===== src/rtl/regfile_write_scheduler.sv =====
// regfile_write_scheduler: arbitrates the register file write port between ALU (A) and load (B)
// writeback, with a zero-clear sweep after reset or on request.
module regfile_write_scheduler #(
    parameter int DATA_W   = 64,
    parameter int ADDR_W   = 5,
    parameter int NUM_REGS = 32,
    parameter int ZERO_REG = 31
) (
    input  logic              clk,
    input  logic              reset,
    input  logic              req_a_valid,
    input  logic [ADDR_W-1:0] req_a_reg,
    input  logic [DATA_W-1:0] req_a_data,
    output logic              req_a_ready,
    input  logic              req_b_valid,
    input  logic [ADDR_W-1:0] req_b_reg,
    input  logic [DATA_W-1:0] req_b_data,
    output logic              req_b_ready,
    input  logic              clear_start,
    output logic              busy,
    output logic              regWrite,
    output logic [ADDR_W-1:0] writeReg,
    output logic [DATA_W-1:0] writeData
);
    typedef enum logic {CLEAR, RUN} state_t;

    state_t            state;
    logic [ADDR_W-1:0] cnt;
    logic              last_b;
    logic              run;
    logic              grant_a;
    logic              grant_b;
    logic [ADDR_W-1:0] sel_reg;
    logic [DATA_W-1:0] sel_data;

    // A clear request steals the cycle so no grant is lost when the sweep starts
    assign run         = (state == RUN) && !clear_start;
    assign grant_a     = run && req_a_valid && (!req_b_valid || last_b);
    assign grant_b     = run && req_b_valid && !grant_a;
    assign req_a_ready = grant_a;
    assign req_b_ready = grant_b;
    assign busy        = (state == CLEAR);
    assign sel_reg     = grant_a ? req_a_reg : req_b_reg;
    assign sel_data    = grant_a ? req_a_data : req_b_data;

    always_ff @(posedge clk or negedge reset) begin
        if (!reset) begin
            state     <= CLEAR;
            cnt       <= '0;
            last_b    <= 1'b1;
            regWrite  <= 1'b0;
            writeReg  <= '0;
            writeData <= '0;
        end else if (state == CLEAR) begin
            regWrite  <= 1'b1;
            writeReg  <= cnt;
            writeData <= '0;
            cnt       <= cnt + ADDR_W'(1);
            if (cnt == ADDR_W'(NUM_REGS - 2))
                state <= RUN;
        end else if (clear_start) begin
            state    <= CLEAR;
            cnt      <= '0;
            regWrite <= 1'b0;
        end else if (grant_a || grant_b) begin
            last_b   <= grant_b;
            regWrite <= (sel_reg != ADDR_W'(ZERO_REG));
            // A zero-register write is swallowed; the address/data lines keep the last real write
            if (sel_reg != ADDR_W'(ZERO_REG)) begin
                writeReg  <= sel_reg;
                writeData <= sel_data;
            end
        end else begin
            regWrite <= 1'b0;
        end
    end
endmodule


===== config.mk =====
export PLATFORM = sky130hd
export DESIGN_NAME = regfile_write_scheduler
export DESIGN_NICKNAME = d
export VERILOG_FILES = /design/src/rtl/regfile_write_scheduler.sv
export SDC_FILE = /design/constraint.sdc
export NUM_CORES = 1
export LEC_CHECK = 0
export ABC_AREA = 1
export CORE_AREA = 2 2 112 114
export DETAILED_ROUTE_END_ITERATION = 10
export DIE_AREA = 0 0 114 116
export PLACE_DENSITY = 0.71
export SYNTH_ARGS = -nofsm -noshare
export SYNTH_HDL_FRONTEND = slang
export SYNTH_SLANG_ARGS = --single-unit

===== constraint.sdc =====
create_clock -name clk -period 1.7 [get_ports clk]
set_input_delay 0.255 -clock clk [delete_from_list [all_inputs] [get_ports clk]]
set_output_delay 0.255 -clock clk [all_outputs]
set_load 0.02 [all_outputs]

==> flow_summary.toml <==
[outcome]
status = "finished, violations left"
violations = "setup timing"

[sta]
finalCriticalPeriod_ns = 1.88
fin_skew_ns = 0.00583
finalSetupViolations = 72
worst_pin_slew_ns = 0.650
max_freq_ghz = 0.532
fin_setup_tns_ns = -9.34
slew_headroom_pct = 56.7
drv_slew = 0
hold_viol = 0
min_period_over_period_pct = 111
setup_slack_ns = -0.179
rsz0062_at_grt = "true"

[synthesis]
synth_mux_area_share_pct = 0
synthAdderAreaFrac_pct = 0.594
yosys.area_share.simple_pct = 44.6
synth_compound_area_share_pct = 2.23
synth_area_leaders = "dfrtp_1 (45%), nand2_1 (25%), nand3_1 (17%), buf_6 (1.9%), buf_2 (1.4%)"
yosysWarnings = 0
ys_seq_area_share_pct = 45.8
synth_cell_types = 23
ys_ff_latch = 77
synth.avg_cell_area_sq_um = 7.12
syn_area_sq_um = 4210
yosysTopAreaCellShare_pct = 45.1
synth_nets = 737
synth_xor_area_share_pct = 0
synthCells = 592
synth_top_family_by_area = "simple AND/OR/NAND/NOR gates"
yosys.area.top_type = "dfrtp_1"

[cts]
cts.sink_count = 77
cts.clk_slew.worst_paths_ns = 0.06
cts_tree = "done"
clock_path_buffers = 2
clock_latency_ns = 0.34
cts_buffers = 9
htree_levels = 3
root_buffer = "clkbuf_16"

[global_routing]
grt_start_max_net_pins = 82
grt_usage_pct = 20.3
grt_overflow = 0
grt_pass1_wl_mm = 21.4
antenna_found_initial = 0
grt_pass1_vias = 4685

[detailed_routing]
ant_nets = 0
viasPerCell = 5.04
first_iter_violations = 174
wl_per_cell_um = 16.5
wirelength_mm = 16.1
route.detailed.drc = 0
firstDrtPassIters = 5
vias = 4948

[critical_path]
cp-start-kind = "flip-flop"
crit_chain = "inv_2 > nand2_4 > nand3_4 > inv_4 > nand2_2 > nand2_2 > nand2_4 > o21bai_4 > buf_12 > clkbuf_16 > nand3_1 > nand2_1"
worst-path-buf-inv = 4
cp_top_family = "simple AND/OR/NAND/NOR gates"
crit_arrival_ns = 2.15
cp.required_ns = 1.97
cpPeakStageDelay_ns = 0.52
crit_path_end_kind = "flip-flop"
worstPathMaxFanout = 8
r2r_setup_slack_ns = -0.18
cp_slowest_cell = "dfstp_2"
r2r_start = "last_b$_DFFE_PN1P_"
crit_type = "flip-flop to flip-flop"
cp-startpoint = "last_b$_DFFE_PN1P_"

[place]
hpwl_mm = 9.65
placed_cell_area_sq_um = 6530
port_buffers = 215
dp_cells = 932
globalplace.congestion = 0.847
post-place-ws_ns = -0.558

[run]
maxCapViolations = 0

[layout]
multi_input_area_sq_um = 2160
syn_to_final_growth_pct = 80.1
drive_above_1_share_pct = 13.4
fin_nets = 974
fillCellCount = 1025
regArea_sq_um = 1930
diodes = 0
instances_no_fill = 981
design_area_sq_um = 7590

[min_path]
hp-class = "primary input to flip-flop"
min_from = "clear_start"

[power_and_ir_drop]
p_clk_share_pct = 28.7
p_sw_mw = 2.62
vdd_ir_drop_max_mv = 0.552
pwr-share-comb_pct = 40.6
p_sw_share_pct = 34.1
power_density_nw_per_um2 = 1010
leakage_nw = 3.78
power_frac_seq_pct = 30.7
internal_power_mw = 5.06

[floorplan]
num_rows = 40
die_w_um = 114
die_height_um = 116
coreArea_sq_um = 11900
io-pin-count = 216
initial_utilization_pct = 35.4
die_area_sq_um = 13200
layer usage:
metal	routed length (um)	vias to the layer above	share of wire [%]	track usage, %
li1	-	2386	-	-
met5	0	-	0	0
met2	8480	211	53	37.1
met1	6250	2321	39	22.9
met3	944	30	5.8	3.24
met4	476	0	2.9	10.7
cells in the mapped netlist, drive strengths merged:
cell    number
a21oi        2
a31oi        1
buf         30
clkbuf      13
dfrtp       76
dfstp        1
ha           2
inv         15
nand2      287
nand3      142
nand4        6
nor2         5
o21ai        9
o21bai       2
o22ai        1
flip-flops by register name, summed over array words and instances (netlist names):
signal	count
regWrite	1
last_b	1
state	1
cnt	5
writeReg	5
writeData	64
logic make-up after synthesis:
family / after synthesis
AND/OR/NAND/NOR: 440
buffers and inverters: 58
AO/OA/AOI/OAI: 15
flip-flops: 77
adder cells (fa/ha/maj): 2
power by group through the flow:
stage | Sequential, mW | Combinational [mW] | Clock [mW]
after floorplan | 2.62 | 1.20 | 0
after global placement | 2.36 | 2.61 | 0
after detailed placement | 2.37 | 2.67 | 0
after CTS | 2.35 | 2.83 | 2.23
after global routing | 2.39 | 3.36 | 2.30
final | 2.36 | 3.12 | 2.20
cell type report:
cell class | instances | share of cell area [%]
clock buffer | 12 | 3.25
clock inverter | 4 | 1.25
inverter | 15 | 0.775
multi-input combinational | 458 | 28.5
sequential | 77 | 25.4
tap | 147 | 2.42
timing repair buffer | 268 | 38.4
path summary, 6_finish.rpt:
check                                                 end  cells past startpoint
worst max-delay path            writeData[50]$_DFFE_PN0P_                     12
worst min-delay path                   cnt[2]$_DFFE_PN0P_                      4
worst max register to register  writeData[50]$_DFFE_PN0P_                     12
worst min register to register  writeData[44]$_DFFE_PN0P_                      2
max in group asynchronous       writeData[44]$_DFFE_PN0P_                      3
min in group asynchronous       writeData[19]$_DFFE_PN0P_                      2
worst register-to-register path: cells and delay by family, from the launching register on:
kind / cells / cell delay, ns
AOI/OAI and AO/OA: 1 / 0.18
buffers and inverters: 4 / 0.50
DFF: 1 / 0.52
and+or+nand+nor: 7 / 0.61
timing repair:
action	4_1_cts	5_1_grt
endpoints found under the setup margin	73	73
hold endpoints to repair	33	0
hold buffers	1	0
pin swaps	4	20
gates resized for setup	26	49
setup buffers	10	7
gates cloned	3	16
cells in the final DEF, fill, tap and decap left out, drive strengths merged:
cell / synthesis / final
o21bai: 2 / 2
dfrtp: 76 / 76
dlymetal6s2s: 0 / 1
buf: 30 / 44
nand4: 6 / 6
ha: 2 / 2
clkbuf: 13 / 23
a31oi: 1 / 1
a21oi: 2 / 2
nand3: 142 / 143
dfstp: 1 / 1
inv: 15 / 15
o21ai: 9 / 9
clkinv: 0 / 1
bufinv: 0 / 3
nor2: 5 / 5
o22ai: 1 / 1
dlygate4sd3: 0 / 1
nand2: 287 / 287
dlygate4sd2: 0 / 2
clkdlybuf4s50: 0 / 209
metrics by stage:
stage / power (mW) / hold WS, ns / utilization (%)
after floorplan: 3.82 / -0.0406 / -
after global placement: 4.97 / 0.247 / 54.8
after detailed placement: 5.04 / 0.248 / 54.8
after CTS: 7.40 / 0.417 / 59.4
after global routing: 8.05 / 0.461 / 63.7
final: 7.67 / 0.402 / 63.7
Power figures use the tool's default switching activity.
